--- config.mk ---
export PLATFORM = sky130hd
export DESIGN_NAME = mux_bin_tree
export DESIGN_NICKNAME = d
export VERILOG_FILES = /design/src/rtl/mux_pkg.sv /design/src/rtl/mux_bin_node.sv /design/src/rtl/mux_bin_tree.sv
export SDC_FILE = /design/constraint.sdc
export NUM_CORES = 1
export LEC_CHECK = 0
export CAP_MARGIN = 20
export CORE_AREA = 2 2 72 74
export CTS_BUF_LIST = sky130_fd_sc_hd__clkbuf_4 sky130_fd_sc_hd__clkbuf_8 sky130_fd_sc_hd__clkbuf_16
export DETAILED_ROUTE_END_ITERATION = 8
export DIE_AREA = 0 0 74 76
export PLACE_DENSITY_LB_ADDON = 0.25
export SYNTH_ARGS = -nofsm -noshare
export SYNTH_HDL_FRONTEND = slang
export SYNTH_SLANG_ARGS = --single-unit
--- constraint.sdc ---
create_clock -name clk -period 1.5 [get_ports clk]
set_input_delay 0.3 -clock clk [delete_from_list [all_inputs] [get_ports clk]]
set_output_delay 0.3 -clock clk [all_outputs]
set_load 0.05 [all_outputs]
--- src/rtl/mux_pkg.sv ---
// Shared helpers for the binary-select mux tree: level count and stage offsets.
package mux_pkg;

   // Ceiling of a/b; used to count how many SPLIT-way levels cover the select bits.
   function automatic int unsigned clog2_ceil_div(input int unsigned a, input int unsigned b);
      if (b == 0) return 0;
      return (a + b - 1) / b;
   endfunction

   // Start index of level l's input vector inside the flattened stage array.
   // Level k holds 2**(leaves_log - k*split_log) entries.
   function automatic int unsigned lvl_offset(input int unsigned leaves_log,
                                              input int unsigned split_log,
                                              input int unsigned l);
      int unsigned off;
      off = 0;
      for (int unsigned k = 0; k < l; k++) begin
         off = off + (32'(1) << (leaves_log - k * split_log));
      end
      return off;
   endfunction

endpackage

--- src/rtl/mux_bin_node.sv ---
// Combinational SPLIT-way multiplexer node of the select tree.
module mux_bin_node #(
   parameter type         DAT_T     = logic [8-1:0],
   parameter int unsigned SPLIT     = 4,
   localparam int unsigned SPLIT_LOG = $clog2(SPLIT)
) (
   input  logic [SPLIT_LOG-1:0] sel,
   input  DAT_T                 ary [SPLIT-1:0],
   output DAT_T                 dat_c
);

   // SPLIT is a power of two, so every select value addresses a real input.
   assign dat_c = ary[sel];

endmodule

--- src/rtl/mux_bin_tree.sv ---
// WIDTH-input binary-select multiplexer with a registered output.
module mux_bin_tree
   import mux_pkg::*;
#(
   parameter type         DAT_T          = logic [8-1:0],
   parameter int unsigned WIDTH          = 16,
   parameter int unsigned SPLIT          = 4,
   parameter int unsigned IMPLEMENTATION = 0,
   localparam int unsigned WIDTH_LOG     = $clog2(WIDTH),
   localparam int unsigned BIN_W         = (WIDTH_LOG == 0) ? 1 : WIDTH_LOG
) (
   input  logic             clk,
   input  logic             rst,
   input  logic [BIN_W-1:0] bin,
   input  DAT_T             ary [WIDTH-1:0],
   output DAT_T             dat
);

   localparam int unsigned SPLIT_LOG = $clog2(SPLIT);
   localparam int unsigned LEVELS    = clog2_ceil_div(WIDTH_LOG, SPLIT_LOG);
   localparam int unsigned TREE_LOG  = LEVELS * SPLIT_LOG;
   localparam int unsigned LEAVES    = 32'(1) << TREE_LOG;
   localparam int unsigned STG_N     = lvl_offset(TREE_LOG, SPLIT_LOG, LEVELS) + 1;

   DAT_T sel;

   if (WIDTH == 1) begin : g_single
      // A single input needs no select; bin carries no information here.
      logic unused_bin;
      assign unused_bin = ^bin;
      assign sel        = ary[0];
   end else if (IMPLEMENTATION == 0) begin : g_tree
      // Flattened storage: leaves first, then each level's node outputs, root last.
      DAT_T                stg [STG_N];
      logic [TREE_LOG-1:0] bin_x;

      // Select bits above WIDTH_LOG are zero, so a ragged top level acts as a reduced fan-in node.
      assign bin_x = TREE_LOG'(bin);

      // Leaves beyond WIDTH read as zero, which also makes bin >= WIDTH select zero.
      for (genvar i = 0; i < LEAVES; i++) begin : g_leaf
         if (i < WIDTH) begin : g_real
            assign stg[i] = ary[i];
         end else begin : g_pad
            assign stg[i] = '0;
         end
      end

      for (genvar l = 0; l < LEVELS; l++) begin : g_lvl
         localparam int unsigned IN_OFF  = lvl_offset(TREE_LOG, SPLIT_LOG, l);
         localparam int unsigned OUT_OFF = lvl_offset(TREE_LOG, SPLIT_LOG, l + 1);
         localparam int unsigned NODES   = 32'(1) << (TREE_LOG - (l + 1) * SPLIT_LOG);

         for (genvar n = 0; n < NODES; n++) begin : g_node
            DAT_T grp [SPLIT-1:0];

            for (genvar k = 0; k < SPLIT; k++) begin : g_in
               assign grp[k] = stg[IN_OFF + n * SPLIT + k];
            end

            mux_bin_node #(
               .DAT_T (DAT_T),
               .SPLIT (SPLIT)
            ) u_node (
               .sel   (bin_x[l * SPLIT_LOG +: SPLIT_LOG]),
               .ary   (grp),
               .dat_c (stg[OUT_OFF + n])
            );
         end
      end

      assign sel = stg[STG_N - 1];
   end else begin : g_flat
      if ((32'(1) << WIDTH_LOG) == WIDTH) begin : g_pow2
         assign sel = ary[bin];
      end else begin : g_ragged
         assign sel = (bin < BIN_W'(WIDTH)) ? ary[bin] : '0;
      end
   end

   // Output register; reset wins over the load.
   always_ff @(posedge clk) begin
      if (rst) begin
         dat <= '0;
      end else begin
         dat <= sel;
      end
   end

endmodule

Yosys cells after proc, flatten, opt, wreduce, memory -nomap -nowiden. Index checks and enable logic that the tools add are counted. W data, S select, Z words.

Output and inout bits: 8. Input port bits: 134. Logic and storage cells: 13. Register bits: 8.

Multiplexer cells: 10. $lt $le $gt $ge: 2.

Operators by type and width (number): $bmux W8 S2 (5); $mux W8 (5); $lt A2 B3 Y1 const B (2).

Logic depth before layout (Yosys ltp). Gate-level depths: netlist of run 1.

Word-level depth: 4. Depth in mapped cells: 5.

By module. From an unflattened synthesis of run 1, not the netlist that was laid out.

Cells, all modules: 66. Area, all modules: 1192.4 um^2.

By module, submodules not included: mux_bin_node (area each 196.4 um^2, times used 5, cells each 10); mux_bin_tree (area each 210.2 um^2, times used 1, cells each 16).

Least setup slack after synthesis of run 1. No wires, ideal clock.

Path kind: input to register. Start point: in bin[0]. End point: reg dat[0] (netlist name). Path buffers: 2. Setup time: 128 ps. Data required time: 1372 ps. Setup slack: 78 ps. Arrival: 1294 ps. Cell stages on the path: 5. Cell sequence: buf_6 > buf_6 > mux4_1 > mux2i_1 > o22ai_1.

Cells in the longest elaborated chain, start to end: 4. Elaborated cells between the ends (all ways): 10. Those cells by class: 10 x mux.

RTL lines: start, declared (line mux_bin_tree.sv:14) `input logic [BIN_W-1:0] bin,`; $bmux W8 S2 (line mux_bin_node.sv:13) `assign dat_c = ary[sel];`; $mux W8 (not written as such) (line mux_bin_node.sv:13); $bmux W8 S2 (*) (line mux_bin_node.sv:13); $mux W8 (not written as such) (*) (line mux_bin_node.sv:13); end signal, assigned (line mux_bin_tree.sv:86) `dat <= sel;`; end, declared (line mux_bin_tree.sv:16) `output DAT_T dat`.

Mark *: on every way between the ends. The rest lies on a longest branch, timed or not. The select of a mux whose other input is x is not followed. A chain may end at the register's enable or synchronous reset.

Worst setup path in the final report of run 1.
Start point: in ary[0] (netlist name). End point: reg dat[0] (netlist name).

Cells in the longest elaborated chain, start to end: 4.

RTL lines: start, declared (line mux_bin_tree.sv:15) `input DAT_T ary [WIDTH-1:0],`; $bmux W8 S2 (line mux_bin_node.sv:13); $mux W8 (not written as such) (line mux_bin_node.sv:13); $bmux W8 S2 (line mux_bin_node.sv:13); $mux W8 (not written as such) (line mux_bin_node.sv:13).

No other way between the ends. The select of a mux whose other input is x is not followed.

==> impl_results.rst, run 1 <==
.. list-table::
   :header-rows: 1

   * - Metric
     - Value
   * - Run status
     - finished clean
   * - Post-DP HPWL
     - 4540 µm
   * - Syn avg cell area
     - 16.1 µm²
   * - Largest register by flop count
     - dat
   * - Cell count after synthesis
     - 81
   * - Max reg flops
     - 8
   * - Number of placement rows
     - 26
   * - Total count of hold-check failures in the final report
     - 0
   * - Leading cell types by count after synthesis
     - sky130_fd_sc_hd__mux4_1, sky130_fd_sc_hd__mux2i_1, sky130_fd_sc_hd__dfxtp_1
   * - Drt first pass iters
     - 4
   * - GRT Resource Usage Total
     - 18.5%
   * - Via total after detailed routing
     - 1,489
   * - Maximum net fanout on the critical path
     - 1
   * - Number of enable-type register cells in the synthesized netlist
     - 0
   * - Sequential fraction of the synthesis area
     - 12.3%
   * - Measured slew at the worst slew-check pin
     - 229 ps
   * - Proportion of power drawn by the clock network
     - 19.5%
   * - Area growth, synth to finish
     - 128%
   * - Maximum root-to-sink buffer count
     - 2
   * - VDD IR max
     - 0.000228 V
   * - Library cell occupying the most area in the post-synthesis netlist
     - sky130_fd_sc_hd__mux4_1
   * - Worst max-slew margin expressed relative to the limit
     - 84.3%
   * - Synthesis-stage register bit count
     - 8
   * - Post-detailed-route wirelength per cell
     - 17.8 µm
   * - Area share of the leading cell type in the synthesized netlist
     - 54.5%
   * - Count of pins over their slew limit
     - 0
   * - Most area-consuming cells after synthesis
     - sky130_fd_sc_hd__mux4_1, sky130_fd_sc_hd__dfxtp_1, sky130_fd_sc_hd__mux2i_1
   * - Comb power frac
     - 61.4%
   * - Number of port buffers
     - 141
   * - Internal power component
     - 982 µW
   * - Startpoint of the most critical setup path
     - ary[0]
   * - Cell-by-cell listing of the critical path
     - clkdlybuf4s50_1, mux4_1, mux2i_2, o22ai_1
   * - Count of buffer and inverter cells on the critical path
     - 1
   * - Most frequent cell after synthesis
     - sky130_fd_sc_hd__mux4_1
   * - Total core area
     - 4910 µm²
   * - Worst setup SP type
     - input port
   * - Switching share of power
     - 26.8%
   * - Sequential fraction of design power
     - 19.1%
   * - GR Overflow Total
     - 0
   * - Slowest-stage cell, CP
     - sky130_fd_sc_hd__mux4_1
   * - Net count after synthesis
     - 215
   * - Largest delay share family, worst path
     - multiplexers
   * - Power per Cell Area
     - 452 nW/µm²
   * - Fraction of synthesis flops using an asynchronous set or reset pin
     - 0%
   * - Leakage power of the design
     - 1.17 nW
   * - Setup repair after global routing missed its margin
     - no
   * - Prevailing post-synth register cell
     - sky130_fd_sc_hd__dfxtp_1
   * - Final setup violation count
     - 0
   * - Final estimated routing congestion in global placement
     - 0.801
   * - Mapped cell area
     - 1300 µm²
   * - Clock net sink count
     - 8
   * - Number of global-route vias before repair
     - 1,643
   * - Fillcell total
     - 397
   * - Global-route wire length before repair
     - 7870 µm
   * - WS Path Type
     - input port to register
   * - CTS clk-pin slew, worst paths
     - 40 ps
   * - Count of buffers added by post-CTS timing repair for setup
     - 0
   * - Top Ports
     - 142
   * - Sequential cell area
     - 160 µm²
   * - Final wirelength
     - 5260 µm
   * - Maximum capacitance violations
     - 0
   * - Initial core utilization
     - 26.5%
   * - Worst hold start
     - bin[2]
   * - DRC violation total after the first TritonRoute iteration
     - 22
   * - Number of different library cells in the post-synthesis netlist
     - 19
   * - Hold Path Class
     - input port to register
   * - Worst endpoint data arrival time
     - 1540 ps
   * - Clock tree from TritonCTS
     - yes
   * - Crit share post-route
     - 96.0%
   * - Horizontal extent of the die
     - 74 µm
   * - Area taken by multi-input logic gates
     - 1060 µm²
   * - Layout net count
     - 362
   * - Die Y-Extent
     - 76 µm
   * - Worst setup EP type
     - register
   * - Remaining antenna violation count after routing
     - 0
   * - Post-layout total power
     - 1.34 mW
   * - Core Util, Final
     - 60.3%
   * - Data required time of the worst path
     - 1600 ps
   * - Yosys warning count
     - 0
   * - Net switching power
     - 359 µW
   * - Number of antenna violations at the first check in global routing
     - 0
   * - Fraction of layout instances using a drive strength above 1
     - 14.6%
   * - Maximum single-stage delay on the critical path
     - 510 ps
   * - Residual DRC count
     - 0
   * - Minimum period implied by the final worst setup slack
     - 1440 ps
   * - Top flop regs
     - dat x8
   * - H-tree Lvls
     - 1
   * - Largest net degree at the start of global routing
     - 19
   * - Total CTS buffers
     - 3
   * - Cell at the root of the clock tree
     - sky130_fd_sc_hd__clkbuf_8
   * - Total Die Area
     - 5620 µm²
   * - Mean number of vias per cell
     - 5.03
   * - Achievable Freq
     - 694 MHz
   * - Number of diodes
     - 0
through the flow:
stage	hold WS, ps	instances	setup TNS, ps	setup WS (ps)	area, µm²
after global routing	702	296	0	12.2	2960
after CTS	696	295	0	2.92	2940
final	650	296	0	59.5	2960
after floorplan	559	81	0	78.1	1300
after global placement	748	292	-1660	-260	2900
after detailed placement	749	292	-1700	-251	2900
cells by family (layout without fill, tap and decap cells):
| family | Yosys count | after routing | synth area share (%) |
|---|---|---|---|
| buffers and inverters | 11 | 156 | 6.15 |
| muxes | 46 | 46 | 73.9 |
| AOI/OAI and AO/OA | 11 | 11 | 5.48 |
| DFF | 8 | 8 | 12.3 |
| and+or+nand+nor | 5 | 5 | 2.12 |
per-layer routing:
metal	wire (µm)	track usage (%)	up-vias	part of all wire, %
met5	0	0	-	0
met4	173	5.82	0	3.3
met3	320	5.29	12	6.1
met2	3050	37.2	66	58
met1	1710	16.7	726	33
li1	-	-	685	-
placed cells by master (no fill, tap or decap), drive strengths merged, types with 3 or more instances in the layout:
| master | Yosys | layout |
|---|---|---|
| clkbuf | 2 | 3 |
| mux2i | 14 | 14 |
| buf | 8 | 20 |
| mux4 | 32 | 32 |
| o22ai | 7 | 7 |
| dfxtp | 8 | 8 |
| clkdlybuf4s50 | 0 | 130 |
power groups by stage:
stage | registers (mW) | clock network, mW | logic, mW
after floorplan | 0.327 | 0 | 0.252
after global placement | 0.259 | 0 | 0.806
after detailed placement | 0.260 | 0 | 0.817
after CTS | 0.256 | 0.266 | 0.822
after global routing | 0.257 | 0.280 | 0.867
final | 0.255 | 0.262 | 0.823
layout make-up:
cell class	count	share of cell area (%)
repair buffers	152	54.2
multi-input cells	62	36.0
flip-flops and latches	8	5.41
well taps	70	2.96
clock buffers	3	1.39
inverters	1	0.127
path summary, 6_finish.rpt:
check / slack [ps] / end / cells past startpoint
worst max-delay path: 60 / dat[0] / 4
worst min-delay path: 650 / dat[4] / 4
what timing repair did:
item                                    4_1_cts  5_1_grt
cloned                                        0        1
hold buffers                                  0        0
resized for setup                             2        6
endpoints found under the setup margin        2        5
Power figures use the tool's default switching activity.
==> run 2, diff against run 1 <==
SKIP_CTS_REPAIR_TIMING = 1   (was not set)
==> run 2 against run 1 <==
Against the previous run: sequential power about the same; die area unchanged; sequential cell count unchanged; non-clock buffer count unchanged; sequential share of layout area unchanged; cell area unchanged; worst hold slack got worse by 66 ps; global-route usage about the same; clock power about the same; final cell count unchanged; critical path type unchanged; critical endpoint is now dat[1].
==> impl_results.rst, run 2 (synthesis gave the netlist of run 1 again) <==
.. list-table::
   :header-rows: 1

   * - Metric
     - Value
   * - Worst setup EP type
     - register
   * - Mean number of vias per cell
     - 4.97 (-1.2%)
   * - Measured slew at the worst slew-check pin
     - 225 ps (-4.11 ps)
   * - Total count of hold-check failures in the final report
     - 0 (unchanged)
   * - Hold Path Class
     - input port to register
   * - Cell at the root of the clock tree
     - sky130_fd_sc_hd__clkbuf_8
   * - Final wirelength
     - 5250 µm (about the same)
   * - CTS clk-pin slew, worst paths
     - 40 ps (about the same)
   * - Final estimated routing congestion in global placement
     - 0.801 (unchanged)
   * - Horizontal extent of the die
     - 74 µm (unchanged)
   * - Number of port buffers
     - 141 (unchanged)
   * - Area growth, synth to finish
     - 128% (unchanged)
   * - GRT Resource Usage Total
     - 18.5% (+0.022 points)
   * - Number of global-route vias before repair
     - 1,647 (+0.24%)
   * - Setup repair after global routing missed its margin
     - no
   * - Pre-CTS setup slack
     - -251 ps (unchanged)
   * - Post-detailed-route wirelength per cell
     - 17.7 µm (about the same)
   * - Run status
     - finished clean
   * - Total Die Area
     - 5620 µm² (unchanged)
   * - Max reg flops
     - 8 (unchanged)
   * - Worst max-slew margin expressed relative to the limit
     - 84.6% (+0.28 points)
   * - Worst endpoint data arrival time
     - 1550 ps (about the same)
   * - Maximum root-to-sink buffer count
     - 2 (unchanged)
   * - Count of pins over their slew limit
     - 0 (unchanged)
   * - Maximum net fanout on the critical path
     - 18 (+17)
   * - Fillcell total
     - 397 (unchanged)
   * - GR Overflow Total
     - 0 (unchanged)
   * - Maximum capacitance violations
     - 0 (unchanged)
   * - Clock tree from TritonCTS
     - yes
   * - Post-DP HPWL
     - 4540 µm (unchanged)
   * - Total core area
     - 4910 µm² (unchanged)
   * - Initial core utilization
     - 26.5% (unchanged)
   * - Clock net sink count
     - 8 (unchanged)
   * - Final design instance area without fill
     - 2960 µm² (unchanged)
   * - Placed insts
     - 292 (unchanged)
   * - Top Ports
     - 142 (unchanged)
   * - Total CTS buffers
     - 3 (unchanged)
   * - Remaining antenna violation count after routing
     - 0 (unchanged)
   * - Non-filler cells in the finished layout
     - 296 (unchanged)
   * - Minimum period implied by the final worst setup slack
     - 1450 ps (+6.87 ps)
   * - Number of antenna violations at the first check in global routing
     - 0 (unchanged)
   * - WS Path Type
     - input port to register
   * - Largest register by flop count
     - dat
   * - Worst setup SP type
     - input port
   * - End point of the critical path
     - dat[1]
   * - Crit share post-route
     - 96.5% (+0.46 points)
   * - Layout net count
     - 362 (unchanged)
   * - Number of placement rows
     - 26 (unchanged)
   * - Area after detailed placement
     - 2900 µm² (unchanged)
   * - Power per Cell Area
     - 452 nW/µm² (-0.20%)
   * - Drt first pass iters
     - 4 (unchanged)
   * - DRC violation total after the first TritonRoute iteration
     - 18 (-18%)
   * - VDD IR max
     - 0.000229 V (+0.22%)
   * - Number of diodes
     - 0 (unchanged)
   * - Via total after detailed routing
     - 1,471 (-1.2%)
   * - H-tree Lvls
     - 1 (unchanged)
   * - Highest-count cells in the layout ignoring fill and taps
     - sky130_fd_sc_hd__clkdlybuf4s50_1, sky130_fd_sc_hd__mux4_1, sky130_fd_sc_hd__mux2i_1
   * - Leakage power of the design
     - 1.18 nW (+0.81%)
   * - Largest net degree at the start of global routing
     - 19 (unchanged)
   * - Data required time of the worst path
     - 1600 ps (about the same)
   * - Startpoint of the most critical setup path
     - bin[0]
   * - Achievable Freq
     - 691 MHz (-0.47%)
   * - Top flop regs
     - dat x8
   * - Global-route wire length before repair
     - 7890 µm (+0.18%)
   * - Fraction of layout instances using a drive strength above 1
     - 14.2% (-0.44 points)
   * - Die Y-Extent
     - 76 µm (unchanged)
   * - Residual DRC count
     - 0 (unchanged)
   * - Commonest non-fill, non-tap cell in the layout
     - sky130_fd_sc_hd__clkdlybuf4s50_1
   * - Final setup violation count
     - 0 (unchanged)
   * - Final worst setup slack
     - 52.7 ps (-6.87 ps)
run 2: per-stage QoR:
step | TNS (ps) | hold WS [ps] | power (mW) | utilization [%]
2_1_floorplan | 0 | 559 | 0.580 | -
4_1_cts | -3.39 | 827 | 1.34 | 59.9
6_report | 0 | 584 | 1.34 | 60.3
3_5_place_dp | -1700 | 749 | 1.08 | 59.0
3_3_place_gp | -1660 | 748 | 1.07 | 59.0
5_1_grt | 0 | 610 | 1.40 | 60.3
run 2: final cells by class:
type	count	area (µm²)	area share, %
Timing Repair Buffer	152	1610	54.3
Multi-Input combinational cell	62	1060	35.8
Sequential cell	8	160	5.41
Tap cell	70	87.6	2.96
Clock buffer	3	41.3	1.39
Inverter	1	3.75	0.127
run 2: report_power, final:
group / leakage, nW / internal, mW / switching (mW)
clock: 0.0216 / 0.174 / 0.0871
sequential: 0.0666 / 0.237 / 0.0182
combinational: 1.09 / 0.569 / 0.252
total: 1.18 / 0.980 / 0.357
run 2: worst max-delay path, cell delays in order:
cell,delay (ps)
sky130_fd_sc_hd__buf_2,130
sky130_fd_sc_hd__buf_12,180
sky130_fd_sc_hd__buf_12,120
sky130_fd_sc_hd__mux4_1,560
sky130_fd_sc_hd__mux2i_1,160
sky130_fd_sc_hd__o22ai_1,90
run 2: metal layers:
layer / routed length (µm) / global-route usage [%] / vias up
met5: 0 / 0 / -
met4: 173 / 5.82 / 0
met3: 324 / 5.29 / 12
met2: 3040 / 37.3 / 68
met1: 1710 / 16.6 / 706
li1: - / - / 685
run 2: how the worst min path moves through the flow:
| stage | startpoint | end | cells after the start |
|---|---|---|---|
| after floorplan | rst | dat[3] | 3 |
| after global placement | dat[1] | dat[1] | 1 |
| after detailed placement | dat[7] | dat[7] | 1 |
| after CTS | bin[0] | dat[2] | 5 |
| after global routing | bin[1] | dat[3] | 4 |
| final | bin[1] | dat[3] | 4 |
